[src/rtl/fb_pixel_writer_if.sv]
// Plot stream, clear control and framebuffer write bus for fb_pixel_writer.
// The slave side is the pixel writer. The master side is the drawing logic together with the RAM.
interface fb_pixel_writer_if #(
    parameter int COLOUR_W = 3,
    parameter int ADDR_W   = 15
);
    logic                plot_valid;
    logic                plot_ready;
    logic [7:0]          x;
    logic [6:0]          y;
    logic [COLOUR_W-1:0] colour_in;
    logic                clear_req;
    logic [COLOUR_W-1:0] clear_colour;
    logic                busy;
    logic                wr_en;
    logic [ADDR_W-1:0]   wr_addr;
    logic [COLOUR_W-1:0] wr_data;

    modport master (
        output plot_valid, x, y, colour_in, clear_req, clear_colour,
        input  plot_ready, busy, wr_en, wr_addr, wr_data
    );

    modport slave (
        input  plot_valid, x, y, colour_in, clear_req, clear_colour,
        output plot_ready, busy, wr_en, wr_addr, wr_data
    );
endinterface

[src/rtl/fb_pixel_writer.sv]
// Framebuffer pixel writer: plot requests become linear RAM writes, and a clear sweep fills the whole buffer.
// Defining FB_DROP_COUNT_EN adds a saturating counter of out-of-range plots on the drop_count port.
module fb_pixel_writer #(
    parameter int H_RES    = 160,
    parameter int V_RES    = 120,
    parameter int COLOUR_W = 3,
    parameter int ADDR_W   = 15
) (
    input  logic               clk,
    input  logic               rst,
    fb_pixel_writer_if.slave   bus
`ifdef FB_DROP_COUNT_EN
    ,
    output logic [15:0]        drop_count
`endif
);
    localparam logic [ADDR_W-1:0] LAST_ADDR = ADDR_W'(H_RES * V_RES - 1);

    typedef enum logic {IDLE, CLEAR} state_t;

    state_t              state, state_nxt;
    logic [ADDR_W-1:0]   clr_cnt;
    logic [COLOUR_W-1:0] clr_colour;
    logic                in_range;
    logic [ADDR_W-1:0]   plot_addr;

    assign bus.plot_ready = (state == IDLE);
    assign in_range  = (int'(bus.x) < H_RES) && (int'(bus.y) < V_RES);
    assign plot_addr = ADDR_W'(int'(bus.y) * H_RES + int'(bus.x));

    always_comb begin
        state_nxt = state;
        case (state)
            IDLE:    if (bus.clear_req) state_nxt = CLEAR;
            CLEAR:   if (clr_cnt == LAST_ADDR) state_nxt = IDLE;
            default: state_nxt = IDLE;
        endcase
    end

    always_ff @(posedge clk or negedge rst) begin
        if (!rst) begin
            state       <= IDLE;
            bus.wr_en   <= 1'b0;
            bus.wr_addr <= '0;
            bus.wr_data <= '0;
            bus.busy    <= 1'b0;
            clr_cnt     <= '0;
            clr_colour  <= '0;
        end else begin
            state     <= state_nxt;
            bus.wr_en <= 1'b0;
            case (state)
                IDLE: begin
                    // A plot accepted at the clear-entry edge is written ahead of the sweep.
                    if (bus.plot_valid && in_range) begin
                        bus.wr_en   <= 1'b1;
                        bus.wr_addr <= plot_addr;
                        bus.wr_data <= bus.colour_in;
                    end
                    if (bus.clear_req) begin
                        clr_colour <= bus.clear_colour;
                        clr_cnt    <= '0;
                        bus.busy   <= 1'b1;
                    end
                end
                CLEAR: begin
                    bus.wr_en   <= 1'b1;
                    bus.wr_addr <= clr_cnt;
                    bus.wr_data <= clr_colour;
                    clr_cnt     <= clr_cnt + 1'b1;
                    if (clr_cnt == LAST_ADDR) bus.busy <= 1'b0;
                end
                default: ;
            endcase
        end
    end

`ifdef FB_DROP_COUNT_EN
    always_ff @(posedge clk or negedge rst) begin
        if (!rst)
            drop_count <= '0;
        else if (state == IDLE && bus.plot_valid && !in_range && drop_count != 16'hFFFF)
            drop_count <= drop_count + 16'd1;
    end
`endif
endmodule

[src/flat_wrapper.sv]
// flat-port wrapper written by rule: the top's interface ports become plain ports
module fb_pixel_writer_flat 
#(
    parameter int H_RES    = 160,
    parameter int V_RES    = 120,
    parameter int COLOUR_W = 3,
    parameter int ADDR_W   = 15
)
  (clk, rst, bus_plot_valid, bus_x, bus_y, bus_colour_in, bus_clear_req, bus_clear_colour, bus_plot_ready, bus_busy, bus_wr_en, bus_wr_addr, bus_wr_data);
  fb_pixel_writer_if #(.COLOUR_W(COLOUR_W), .ADDR_W(ADDR_W)) bus_i ();
  input  logic clk;
  input  logic rst;
  input wire logic [$bits(bus_i.plot_valid)-1:0] bus_plot_valid;
  input wire logic [$bits(bus_i.x)-1:0] bus_x;
  input wire logic [$bits(bus_i.y)-1:0] bus_y;
  input wire logic [$bits(bus_i.colour_in)-1:0] bus_colour_in;
  input wire logic [$bits(bus_i.clear_req)-1:0] bus_clear_req;
  input wire logic [$bits(bus_i.clear_colour)-1:0] bus_clear_colour;
  output wire logic [$bits(bus_i.plot_ready)-1:0] bus_plot_ready;
  output wire logic [$bits(bus_i.busy)-1:0] bus_busy;
  output wire logic [$bits(bus_i.wr_en)-1:0] bus_wr_en;
  output wire logic [$bits(bus_i.wr_addr)-1:0] bus_wr_addr;
  output wire logic [$bits(bus_i.wr_data)-1:0] bus_wr_data;
  assign bus_i.plot_valid = bus_plot_valid;
  assign bus_i.x = bus_x;
  assign bus_i.y = bus_y;
  assign bus_i.colour_in = bus_colour_in;
  assign bus_i.clear_req = bus_clear_req;
  assign bus_i.clear_colour = bus_clear_colour;
  assign bus_plot_ready = bus_i.plot_ready;
  assign bus_busy = bus_i.busy;
  assign bus_wr_en = bus_i.wr_en;
  assign bus_wr_addr = bus_i.wr_addr;
  assign bus_wr_data = bus_i.wr_data;
  fb_pixel_writer #(.H_RES(H_RES), .V_RES(V_RES), .COLOUR_W(COLOUR_W), .ADDR_W(ADDR_W)) u_core (.clk(clk), .rst(rst), .bus(bus_i));
endmodule
[config.mk]
export PLATFORM = sky130hd
export DESIGN_NAME = fb_pixel_writer_flat
export DESIGN_NICKNAME = d
export VERILOG_FILES = /design/src/rtl/fb_pixel_writer_if.sv /design/src/rtl/fb_pixel_writer.sv /design/src/flat_wrapper.sv
export SDC_FILE = /design/constraint.sdc
export NUM_CORES = 1
export LEC_CHECK = 0
export ABC_AREA = 1
export CORE_ASPECT_RATIO = 0.7
export CORE_UTILIZATION = 35
export DETAILED_ROUTE_END_ITERATION = 10
export SETUP_SLACK_MARGIN = 0.4
export SLEW_MARGIN = 20
export SYNTH_ARGS = -nofsm -noshare
export SYNTH_HDL_FRONTEND = slang
export SYNTH_SLANG_ARGS = --single-unit
[constraint.sdc]
create_clock -name clk -period 1.2 [get_ports clk]
set_input_delay 0.24 -clock clk [delete_from_list [all_inputs] [get_ports clk]]
set_output_delay 0.24 -clock clk [all_outputs]
set_load 0.02 [all_outputs]
==> out/results.txt <==
status - complete, but fails checks
failing checks - negative setup slack
Hold WC Path Type - in -> reg
Final HPWL DP - 4880 microns
Num CTS Buffers - 5
combinational power share - 51.8%
layout cells sized above 1 - 52.5%
FF+latch count, synth - 39
DRT iter0 DRCs - 122
worst-path maximum fanout - 3
detailed-route vias per instance - 4.84
die area - 7190 sq um
max_slew headroom - 64.4%
Clk pin slew, worst setup/hold paths - 0.07 ns
Lkg Pwr - 2.16 nW
drt pass-1 iters - 4
Switch Pwr - 2.17 mW
RSZ-0062 raised after global routing - true
Post-Syn Instances - 302
Detail Route Antenna Nets - 0
worst skew pair latency - 0.30 ns
WL/cell - 14.6 microns
Synth Net Count - 343
core region area - 6430 sq um
gr ovfl total - 0
number of max-cap violations - 0
actual slew at the worst max-slew pin - 0.534 ns
Pwr Total - 5.76 mW
final hold violations - 0
Seq/Total Area, Yosys - 40.7%
Die Ht - 71.2 microns
CTS HTree Levels - 2
gpl congestion - 0.816
Buf/Inv on CP - 2
synth top area cells - dfrtp_1 (41%), nand2_1 (15%), ha_1 (7.3%), inv_1 (5.2%), nand3_1 (5.0%)
Ys Warns - 0
Synth top area share - 40.7%
Cell Rows - 24
ANT cells - 0
Max Root-Sink Buffers - 2
most used cell along the critical path - nand3_1
Worst path slowest cell - fa_2
CP Data Arrival Time - 1.91 ns
Syn Area/Cell - 7.94 sq um
Final WS setup - -0.522 ns
Slew Limit Fails - 0
via count - 2588
CTS tree - built
PortBufs - 45
largest net degree at the start of global routing - 40
Crit path required time - 1.38 ns
crit path time final - 1.72 ns
Sw Ratio - 37.6%
Highest Clock Rate - 0.581 GHz
die width - 101 microns
Flop pwr share - 33.5%
delay-heaviest family, CP - adder cells
vias in the first global route - 2525
Area growth, synth to finish - 87.9%
final wirelength - 7800 microns
starting density of the core - 37.3%
Worst setup SP type - input port
largest area contributor in the netlist - dfrtp_1
CP Capture Type - register
post-route clock period utilization - 143%
clock sinks - 39
Mapped Area - 2400 sq um
Layout Cells excl Fill - 535
total I/O pin count - 46
Cell Chain, Critical Path - buf_8 > ha_4 > ha_4 > inv_2 > fa_2 > nor2_2 > nand3_1 > nand2_2 > nand2_2 > nor2_2 > nand2_1 > nand3_1 > nand3_1
critical setup path kind - in -> reg
Layout Skew - 0.0111 ns
synth unique cells - 37
GR Util All Layers - 22.0%
wire length of the first global-routing pass - 12000 microns
initial antenna violation count - 0
internal power - 3.59 mW
Clock Power Share - 14.7%
pwr dens - 1280 nW/um^2
dpl cells - 492
Remaining DRCs - 0
slowest stage delay, CP - 0.46 ns
root buffer cell - clkbuf_8
worst vdd ir - 0.885 mV
nets - 486
Post-Route Utilization - 70.1%
setup violators final - 29
## metal layers
layer,vias to the layer above,GRT usage [%],routed length [microns]
li1,1276,-,-
met5,-,0,0
met4,0,6.28,98
met1,1226,32.1,3530
met2,74,33.3,3720
met3,12,4.39,450
## state kept, by name, summed over array words and instances (netlist names)
register / flops
u_core.bus.wr_en: 1
u_core.clr_cnt: 15
u_core.clr_colour: 3
u_core.bus.wr_data: 3
u_core.state: 1
u_core.bus.wr_addr: 15
u_core.bus.busy: 1
## area by class of cell
type / instances / area, sq um
Clock buffer: 6 / 72.6
Fill cell: 494 / 1920
Inverter: 37 / 166
Multi-Input combinational cell: 221 / 1810
Sequential cell: 39 / 977
Tap cell: 91 / 114
Timing Repair Buffer: 140 / 1350
Timing Repair inverter: 1 / 16.3
## synthesized netlist by cell type (all sizes together)
| master | n |
|---|---|
| a21o | 2 |
| a21oi | 9 |
| a22o | 2 |
| a22oi | 2 |
| buf | 6 |
| clkinv | 1 |
| dfrtp | 39 |
| fa | 2 |
| ha | 14 |
| inv | 36 |
| mux2i | 1 |
| nand2 | 96 |
| nand3 | 28 |
| nand3b | 2 |
| nand4 | 5 |
| nor2 | 25 |
| nor3 | 5 |
| nor3b | 1 |
| o211ai | 5 |
| o21ai | 12 |
| o21bai | 1 |
| o22ai | 2 |
| or2 | 1 |
| xnor2 | 1 |
| xor2 | 4 |
## cells by family after synthesis
kind of cell	Yosys count	synth area share [%]
simple gates	163	31.2
flops	39	40.7
compound gates	35	8.98
xor+xnor	5	1.83
mux	1	0.418
buf+inv	43	7.88
fa+ha+maj	16	8.98
## path summary, 6_finish.rpt
kind	start	to	slack, ns	depth (start not counted)
min reg2reg	u_core.clr_colour[0]	u_core.clr_colour[0]	0.49	2
min	bus_x[5]	u_core.bus.wr_addr[5]	0.33	4
max reg2reg	u_core.clr_cnt[0]	u_core.state	-0.31	6
max	bus_y[3]	u_core.bus.wr_addr[12]	-0.52	13
min in group asynchronous	rst	u_core.bus.wr_addr[10]	0.45	3
max in group asynchronous	rst	u_core.clr_cnt[2]	0.55	3
## repair_timing
| item | in CTS | in global routing |
|---|---|---|
| gates resized for setup | 248 | 62 |
| pin swaps | 35 | 24 |
| gates cloned | 2 | 0 |
| endpoints found under the setup margin | 60 | 60 |
| endpoints found under the hold margin | 39 | 0 |
| hold buffers | 1 | 0 |
| setup buffers | 14 | 20 |
## tightest hold or removal path, cell delays in order
cell     delay [ns]
buf_2          0.11
ha_4           0.13
nand2_2        0.04
nand3_1        0.06
## power by group through the flow
stage	Combinational, mW	Sequential, mW	Clock [mW]
final	2.98	1.93	0.845
after detailed placement	2.24	1.86	0
after CTS	2.56	1.89	0.852
after floorplan	0.892	2.09	0
after global routing	3.21	1.96	0.930
after global placement	2.19	1.87	0
## layout by cell type (no fill, tap or decap), types with 4 or more instances in the layout
master and n:
nand3_1 14, nand2_2 14, a21oi_1 4, inv_2 8, nand3_4 6, buf_12 5
inv_1 24, o211ai_1 5, buf_4 65, nand3_2 8, o21ai_2 5, buf_6 47
nand4_1 4, buf_8 4, nand2_1 71, xor2_1 4, ha_4 12, clkbuf_8 5
nor2_4 9, nor2_1 12, nor2_2 4, clkdlybuf4s50_1 11, nand2_4 8, dfrtp_1 38
nand2_8 4, a21oi_2 5
## through the flow
stage / area (sq um) / hold WS, ns / TNS [ns] / setup WS, ns
after CTS: 4100 / 0.312 / -5.45 / -0.544
after detailed placement: 3550 / 0.227 / -18.44 / -1.29
after global routing: 4510 / 0.322 / -8.19 / -0.627
after floorplan: 2580 / -0.0556 / -3.70 / -0.650
final: 4510 / 0.325 / -6.23 / -0.522
after global placement: 3550 / 0.227 / -17.41 / -1.22
No activity file was read; power rests on OpenSTA's default activity.
